$ cat src/rtl/ebpc_stream_merger.sv
// ebpc_stream_merger: buffers the ZNZ and BPC encoder streams in two FIFOs and
// merges them into one stream of headed bursts {sel, fin, len-1} + payload.
// Stream index 0 is ZNZ, 1 is BPC throughout.
module ebpc_stream_merger #(
    parameter int unsigned DATA_W     = 8,
    parameter int unsigned BURST_LEN  = 16,
    parameter int unsigned FIFO_DEPTH = 32
) (
    input  logic              clk_i,
    input  logic              rst_ni,
    input  logic [DATA_W-1:0] znz_data_i,
    input  logic              znz_last_i,
    input  logic              znz_vld_i,
    output logic              znz_rdy_o,
    input  logic [DATA_W-1:0] bpc_data_i,
    input  logic              bpc_last_i,
    input  logic              bpc_vld_i,
    output logic              bpc_rdy_o,
    output logic [DATA_W-1:0] data_o,
    output logic              last_o,
    output logic              vld_o,
    input  logic              rdy_i,
    output logic              idle_o
);
    localparam int unsigned AW = (FIFO_DEPTH > 1) ? $clog2(FIFO_DEPTH) : 1;
    localparam int unsigned CW = $clog2(FIFO_DEPTH + 1);
    localparam int unsigned LW = DATA_W - 2;
    localparam logic [CW-1:0] BL_C    = CW'(BURST_LEN);
    localparam logic [CW-1:0] DEPTH_C = CW'(FIFO_DEPTH);
    localparam logic [AW-1:0] PTR_MAX = AW'(FIFO_DEPTH - 1);

    typedef enum logic [1:0] {ARB, HDR, DATA} state_e;

    logic [1:0][DATA_W-1:0] in_data;
    logic [1:0]             in_last, in_vld, rdy, push, pop, elig;
    logic [DATA_W:0]        mem_q [2][FIFO_DEPTH];
    logic [1:0][AW-1:0]     wptr_q, wptr_d, rptr_q, rptr_d;
    logic [1:0][CW-1:0]     cnt_q, cnt_d;
    logic [1:0]             closed_q, closed_d, done_q, done_d;
    state_e                 state_q, state_d;
    logic                   sel_q, sel_d, fin_q, fin_d, rr_q, rr_d, pick;
    logic [CW-1:0]          len_q, len_d, beat_q, beat_d;
    logic [DATA_W:0]        head;
    logic [LW-1:0]          hdr_len;
    logic                   burst_end, frame_end;

    assign in_data   = {bpc_data_i, znz_data_i};
    assign in_last   = {bpc_last_i, znz_last_i};
    assign in_vld    = {bpc_vld_i, znz_vld_i};
    assign znz_rdy_o = rdy[0];
    assign bpc_rdy_o = rdy[1];

    // Head of the selected FIFO; its stored last flag marks the stream's final word.
    assign head      = mem_q[sel_q][rptr_q[sel_q]];
    assign hdr_len   = LW'(len_q - CW'(1));
    assign pop       = {2{state_q == DATA && rdy_i}} & (sel_q ? 2'b10 : 2'b01);
    assign burst_end = (state_q == DATA) && rdy_i && (beat_q == CW'(1));
    assign frame_end = burst_end && head[DATA_W] && done_q[~sel_q];

    assign idle_o = (state_q == ARB) && (cnt_q == '0) && (closed_q == 2'b00) && (done_q == 2'b00);

    // Per-stream ready, eligibility and FIFO / frame bookkeeping.
    always_comb begin
        wptr_d   = wptr_q;
        rptr_d   = rptr_q;
        cnt_d    = cnt_q;
        closed_d = closed_q;
        done_d   = done_q;
        rdy      = '0;
        push     = '0;
        elig     = '0;
        for (int s = 0; s < 2; s++) begin
            // Ready is a function of state only: a closed frame blocks new input.
            rdy[s]  = !closed_q[s] && (cnt_q[s] < DEPTH_C);
            push[s] = in_vld[s] && rdy[s];
            elig[s] = !done_q[s] && ((cnt_q[s] >= BL_C) || (closed_q[s] && cnt_q[s] != '0));
            if (push[s])
                wptr_d[s] = (wptr_q[s] == PTR_MAX) ? '0 : wptr_q[s] + AW'(1);
            if (pop[s])
                rptr_d[s] = (rptr_q[s] == PTR_MAX) ? '0 : rptr_q[s] + AW'(1);
            if (push[s] && !pop[s])
                cnt_d[s] = cnt_q[s] + CW'(1);
            else if (!push[s] && pop[s])
                cnt_d[s] = cnt_q[s] - CW'(1);
            if (frame_end)
                closed_d[s] = 1'b0;
            else if (push[s] && in_last[s])
                closed_d[s] = 1'b1;
            if (frame_end)
                done_d[s] = 1'b0;
            else if (burst_end && fin_q && (sel_q == s[0]))
                done_d[s] = 1'b1;
        end
    end

    // Burst FSM: arbitrate, emit header, stream len payload words.
    always_comb begin
        state_d = state_q;
        sel_d   = sel_q;
        fin_d   = fin_q;
        len_d   = len_q;
        beat_d  = beat_q;
        rr_d    = rr_q;
        pick    = rr_q;
        vld_o   = 1'b0;
        data_o  = '0;
        last_o  = 1'b0;
        unique case (state_q)
            ARB: begin
                if (elig != 2'b00) begin
                    pick    = (elig == 2'b11) ? rr_q : elig[1];
                    sel_d   = pick;
                    len_d   = (cnt_q[pick] >= BL_C) ? BL_C : cnt_q[pick];
                    fin_d   = closed_q[pick] && (cnt_q[pick] <= BL_C);
                    state_d = HDR;
                end
            end
            HDR: begin
                vld_o  = 1'b1;
                data_o = {sel_q, fin_q, hdr_len};
                if (rdy_i) begin
                    state_d = DATA;
                    beat_d  = len_q;
                end
            end
            DATA: begin
                vld_o  = 1'b1;
                data_o = head[DATA_W-1:0];
                last_o = head[DATA_W] && done_q[~sel_q];
                if (rdy_i) begin
                    beat_d = beat_q - CW'(1);
                    if (beat_q == CW'(1)) begin
                        state_d = ARB;
                        rr_d    = ~rr_q;
                    end
                end
            end
            default: state_d = ARB;
        endcase
    end

    // FIFO storage; contents are don't-care until written, so no reset.
    always_ff @(posedge clk_i) begin
        for (int s = 0; s < 2; s++)
            if (push[s]) mem_q[s][wptr_q[s]] <= {in_last[s], in_data[s]};
    end

    // Control state; reset drops any buffered data and open burst.
    always_ff @(posedge clk_i or negedge rst_ni) begin
        if (!rst_ni) begin
            wptr_q   <= '0;
            rptr_q   <= '0;
            cnt_q    <= '0;
            closed_q <= '0;
            done_q   <= '0;
            state_q  <= ARB;
            sel_q    <= 1'b0;
            fin_q    <= 1'b0;
            len_q    <= '0;
            beat_q   <= '0;
            rr_q     <= 1'b0;
        end else begin
            wptr_q   <= wptr_d;
            rptr_q   <= rptr_d;
            cnt_q    <= cnt_d;
            closed_q <= closed_d;
            done_q   <= done_d;
            state_q  <= state_d;
            sel_q    <= sel_d;
            fin_q    <= fin_d;
            len_q    <= len_d;
            beat_q   <= beat_d;
            rr_q     <= rr_d;
        end
    end
endmodule
$ cat config.mk
export PLATFORM = sky130hd
export DESIGN_NAME = ebpc_stream_merger
export DESIGN_NICKNAME = d
export VERILOG_FILES = /design/src/rtl/ebpc_stream_merger.sv
export SDC_FILE = /design/constraint.sdc
export NUM_CORES = 1
export LEC_CHECK = 0
export ABC_AREA = 1
export CAP_MARGIN = 20
export CORE_MARGIN = 1
export CORE_UTILIZATION = 40
export DETAILED_ROUTE_END_ITERATION = 10
export GPL_TIMING_DRIVEN = 0
export MAX_ROUTING_LAYER = met4
export SYNTH_ARGS = -nofsm -noshare
export SYNTH_HDL_FRONTEND = slang
export SYNTH_SLANG_ARGS = --single-unit
$ cat constraint.sdc
create_clock -name clk_i -period 7.1 [get_ports clk_i]
set_input_delay 1.42 -clock clk_i [delete_from_list [all_inputs] [get_ports clk_i]]
set_output_delay 1.42 -clock clk_i [all_outputs]
set_load 0.03 [all_outputs]
Word-level counts from Yosys, hierarchy flattened

Memory sizes are Yosys's and may differ from the RTL's.
Cells that the tools add are included.
Widths: inputs -> output; s select.

$add $sub $neg: 10
$lt $le $gt $ge: 14
Eq/ne operators: 12
Multiplexer cells: 49
Bitwise logic cells: 6
Reductions and logical operators: 57

Operators by type and width:

| operator            | count |
|---|---|
| $mux 288            | 2 |
| $demux 9 s5         | 2 |
| $mux 6              | 9 |
| $bmux 9 s5          | 1 |
| $mux 9              | 4 |
| $mux 5              | 6 |
| $logic_and 1x1->1   | 28 |
| $sub 6x1->6 const B | 4 |
| $add 5x1->5 const B | 4 |
| $eq 5x5->1 const B  | 4 |
| $ge 6x5->1 const B  | 3 |
| $ge 6x6->1 const B  | 3 |
| $not 5->6           | 3 |
| $mux 1              | 17 |
| $pmux 8 s2          | 1 |
| $reduce_bool 2->1   | 8 |
| $add 6x1->6 const B | 2 |
| $logic_not 12->1    | 1 |
| $lt 6x1->1 const B  | 2 |
| $lt 6x6->1 const B  | 2 |
| $pmux 6 s2          | 1 |
| $reduce_bool 6->1   | 2 |
| $mux 2              | 5 |
| $logic_not 1->1     | 8 |
| other kinds (16)    | 26 |

Bits in registers: 53
Bits in writable memories: 576
Logic and storage cells: 165
Memories kept: 1

Memories:

| name  | words | bits a word | rd ports | clocked after Yosys merged registers in | write ports | RTL line | RTL |
|---|---|---|---|---|---|---|---|
| mem_q | 2     | 288         | 1        | 0                                       | 2           | 36       | `logic [DATA_W:0] mem_q [2][FIFO_DEPTH];` |

Depth between registers and ports, before layout

Gate-level depths: netlist of run 1.

Depth after elaboration: 10
Depth in mapped cells: 18
Mapped depth without buffers: 16

Least setup slack after synthesis of run 1

No wires, ideal clock.

Kind: input -> register
From: input port bpc_vld_i
To: register cnt_q[11] (netlist bit)
Setup time: 0.079 ns
Arrival time: 3.262 ns
Data required time: 7.021 ns
Slack: 3.758 ns
Stages: 14
Cells stage by stage: nand2_1 inv_1 clkbuf_1 ha_1 inv_1 ha_1 nand3_1 nand3_1 nand2_1 nand2_1 a21oi_1 o21ai_0 a21oi_1 xor2_1

Word-level cells in the longest chain between the ends: 4
Elaborated cells between the ends (all ways): 6
Classes of those cells: mux: 1; reduce/logical: 5

RTL lines:

| element                            | RTL line | RTL |
|---|---|---|
| start, declared                    | 17       | `input logic bpc_vld_i,` |
| $logic_and 1x1->1 (*)              | 75       | `push[s] = in_vld[s] && rdy[s];` |
| via push[1]                        | 35       | `logic [1:0] in_last, in_vld, rdy, push, pop, elig;` |
| $logic_not 1->1                    | 83       | `else if (!push[s] && pop[s])` |
| $logic_and 1x1->1                  | 83       |  |
| $reduce_bool 2->1 (no source line) | -        |  |
| end signal, assigned               | 165      | `cnt_q <= cnt_d;` |
| end, declared                      | 38       | `logic [1:0][CW-1:0] cnt_q, cnt_d;` |

The timed path passes the listed nets; every way through them passes the cells marked *.
A chain may end at the register's enable or synchronous reset.

Final worst setup path of run 1

From: register sel_q
To: output port data_o[3]

Word-level cells in the longest chain between the ends: 7
Elaborated cells between the ends (all ways): 8
Classes of those cells: mux: 6; bitwise: 1; memory: 1

RTL lines:

| element                                        | RTL line | RTL |
|---|---|---|
| start, declared                                | 41       | `logic sel_q, sel_d, fin_q, fin_d, rr_q, rr_d, pick;` |
| start signal, assigned                         | 169      | `sel_q <= sel_d;` |
| $mux 5 (implied by the code) (2 in series)     | 54       | `assign head = mem_q[sel_q][rptr_q[sel_q]];` |
| $not 5->6 (implied by the code)                | 54       |  |
| $bmux 9 s5 (*)                                 | 54       |  |
| $mux 9 (implied by the code) (*) (2 in series) | 54       |  |
| $pmux 8 s2 (*)                                 | 108      | `unique case (state_q)` |
| end, declared                                  | 19       | `output logic [DATA_W-1:0] data_o,` |

Mark *: on every way between the ends. The rest lies on a longest branch, timed or not. The select of a mux whose other input is x is not followed.

==> results of run 1 <==
-- metal layers --
metal / up-vias / track usage
met2: 1347 / 0.4588
li1: 8787 / -
met1: 9960 / 0.3817
met3: 300 / 0.06591
met4: 0 / 0.1441
met5: - / -
-- Yosys cell counts (2+ instances only) --
library cell	number	area [um2]
nor3_1	9	45.04
nor2_1	112	420.4
o21ai_4	3	48.80
nand3_1	565	2828
buf_6	7	78.83
xnor2_1	2	17.52
inv_2	5	18.77
a31oi_1	2	12.51
nand2_2	4	25.02
edfxtp_1	576	17300
buf_2	72	360.4
o31ai_1	2	15.01
buf_4	24	180.2
fa_1	2	40.04
inv_1	75	281.5
ha_1	30	375.4
clkbuf_1	19	71.32
o211ai_1	4	30.03
buf_1	4	15.01
a21oi_1	30	150.1
o21ai_0	45	225.2
nand4_1	5	31.28
xor2_1	3	26.28
nand2_1	743	2789
nor2_2	3	18.77
or2_2	5	31.28
dfrtp_1	53	1326
o22ai_1	3	18.77
-- worst max-delay path, delay by kind of cell (launching register included) --
| family | cells | cell delay (ns) |
|---|---|---|
| compound gates | 2 | 0.65 |
| buf+inv | 3 | 1.71 |
| simple gates | 5 | 1.15 |
| flops | 1 | 0.38 |
-- registers in the layout (all words and copies together) (netlist names), 2 cells and up --
name,cells
beat_q,6
closed_q,2
cnt_q,12
done_q,2
len_q,6
mem_q,576
rptr_q,10
state_q,2
wptr_q,10
-- where the power goes --
part	internal [uW]	switching [uW]	leakage [uW]
combinational	1450	4130	0.00467
clock	2000	1490	0.00105
sequential	4200	158	0.00582
-- through the flow --
stage / hold slack, ns / std cells / total power [uW] / setup WS, ns
after detailed placement: 0.4594 / 3375 / 9818 / 1.897
after global placement: 0.4520 / 3313 / 9711 / 1.896
after global routing: 0.4811 / 3501 / 13900 / 1.133
after floorplan: 0.4331 / 2414 / 7505 / 3.758
after CTS: 0.4683 / 3500 / 13280 / 1.230
final: 0.4704 / 3501 / 13440 / 1.136
-- area by class of cell --
| class | instances | area [um2] |
|---|---|---|
| multi-input combinational | 1578 | 7252 |
| clock buffer | 84 | 1847 |
| clock inverter | 41 | 306.5 |
| fill | 6065 | 34920 |
| buffer | 126 | 705.7 |
| tap | 864 | 1081 |
| timing repair buffer | 98 | 1057 |
| sequential | 629 | 18620 |
| inverter | 81 | 306.5 |
-- kinds of logic (layout without fill, tap and decap cells) --
logic type               Yosys count  count (layout)
XOR/XNOR                           5               5
adder cells (fa/ha/maj)           32              32
AND/OR/NAND/NOR                 1449            1449
buffers and inverters            207             430
flip-flops                       629             629
AO/OA/AOI/OAI                     92              92
-- how the worst max path moves through the flow --
| stage | start | to | slack, ns | depth (start not counted) |
|---|---|---|---|---|
| after floorplan | bpc_vld_i | cnt_q[11] | 3.76 | 14 |
| after global placement | sel_q | data_o[3] | 1.90 | 10 |
| after detailed placement | sel_q | data_o[3] | 1.90 | 10 |
| after CTS | sel_q | data_o[3] | 1.23 | 10 |
| after global routing | sel_q | data_o[4] | 1.13 | 10 |
| final | sel_q | data_o[3] | 1.14 | 10 |
==> results.py, run 1 <==
metrics = {
    "outcome": {
        "status": "finished clean",
    },
    "synthesis": {
        "synth_area_per_cell_um2": 11.12,
        "synth_xor_area_frac": 0.001632,
        "yosys_warnings": 0,
        "synthAdderAreaFrac": 0.01548,
        "syn_nets": 2469,
        "synthesis.area_um2": 26840,
        "postSynth.asyncResetShare": 0.08426,
        "synth-simple-area-share": 0.2316,
        "synth_top_family_by_area": "simple AND/OR/NAND/NOR gates",
        "synth_cell_types": 35,
        "syn_inst": 2414,
        "synth_edf_count": 576,
        "synth-compound-area-share": 0.01967,
        "synth_seq_cells": 629,
        "synth.area.mux_share": 0,
        "synth_ff_type": "edfxtp_1",
        "synth-seq-area-share": 0.6939,
    },
    "setup_path": {
        "r2r_end": "cnt_q[11]",
        "worst_r2r_path_depth": 18,
        "crit_chain": "buf_6 > o21ai_4 > clkbuf_1 > nand3_1 > nand3_1 > nand3_1 > nand3_1 > nand3_1 > a21oi_1 > clkdlybuf4s50_1",
        "max_stage_delay_ns": 0.85,
        "cp-start-kind": "flip-flop",
        "endpoint_kind": "primary output",
        "required_ns": 5.68,
        "crit_fanout": 10,
        "cp_slowest_cell": "clkbuf_1",
        "crit_type": "reg2out",
        "r2r_start": "sel_q",
        "reg2reg_slack_ns": 3.66,
        "cp.arrival_ns": 4.54,
        "crit_top_cell": "nand3_1",
    },
    "route": {
        "post_drt_wl_per_cell_um": 28.27,
        "drc": 0,
        "wl_met3_um": 10940,
        "drt_iter0_drc": 3214,
        "postRouteAntennaNets": 0,
        "maxUsedRoutingLayer": "met4",
        "wl_met2_um": 44920,
        "dr.pass1.iters": 7,
        "m1WireLength_um": 37380,
        "dr_total_vias": 20390,
        "viasPerCell": 5.825,
        "wirelength_um": 98960,
    },
    "min_path": {
        "min_from": "rr_q",
        "hold_path.class": "reg2reg",
        "hold-path-endpoint": "rr_q",
        "worstHoldPathCells": 1,
    },
    "sta": {
        "fin_setup_tns_ns": 0,
        "skew_ns": 0.02561,
        "slew_violations": 0,
        "setup_viol": 0,
        "hold_viol": 0,
        "rsz0062_at_grt": "no",
        "max-slew-margin-rel": 0.2033,
        "max_freq_mhz": 167.7,
        "min_period_ns": 5.964,
        "period_share": 0.8400,
        "worst_pin_slew_ns": 1.191,
    },
    "flow_run": {
        "drv_cap": 0,
    },
    "clock_tree": {
        "hold_buffers": 0,
        "cts-buffers-inserted": 70,
        "clk_pin_slew_ns": 0.06,
        "cts_resized": 0,
        "cts_max_level": 3,
        "cts_sinks": 629,
        "clk_latency_ns": 0.62,
        "cts_setup_buffers": 0,
        "clk_path_buf_depth": 3,
        "cts_tree": "yes",
        "root_buffer": "clkbuf_16",
    },
    "global_routing": {
        "grt_antenna_before_repair": 6,
        "overflow": 0,
        "grt_max_degree": 33,
        "grt_pass1_wl_um": 138600,
        "grt_pass1_vias": 19240,
        "grtUsageTotal": 0.3009,
    },
    "power_and_ir_drop": {
        "leakage_uw": 0.01155,
        "power_density_nw_per_um2": 430.9,
        "irDropWorstVdd_mv": 0.2219,
    },
    "placement": {
        "io_buffer_count": 35,
        "hpwl_um": 66060,
        "placed_cell_area_um2": 29020,
        "gp_congestion": 0.9630,
    },
    "finish": {
        "final_cell_mix": "743 x nand2_1, 576 x edfxtp_1, 565 x nand3_1, 94 x nor2_1, 85 x buf_2",
        "stdcell_area_um2": 31180,
        "nNetsFinal": 2639,
        "final_common_cell": "nand2_1",
        "areaGrowthSynthToFinish_pct": 16.18,
        "drive_gt1_frac": 0.1191,
        "antenna_cells": 0,
        "final_util": 0.4717,
    },
    "floorplanning": {
        "dieArea_um2": 68130,
        "core-area_um2": 66100,
        "die_w_um": 261.0,
        "die_y_um": 261.0,
        "rows": 94,
        "ios": 36,
        "floorplan.initialDensity": 0.4060,
    },
}
(Power assumes the default switching activity.)
==> run 2: changes to the inputs <==
clock period = 6.1 ns   (was 7.1 ns; I/O delays follow)
==> results of run 2 <==
The final DEF is identical to that of run 1. Status: finished clean.
Among the figures that moved: setup slack after placement 1.897 ns -> 1.097 ns; setup slack after layout 1.136 ns -> 0.3358 ns; register-to-register setup slack 3.66 ns -> 2.66 ns; total power 13440 uW -> 15640 uW; worst IR drop on VDD 0.2219 mV -> 0.2582 mV
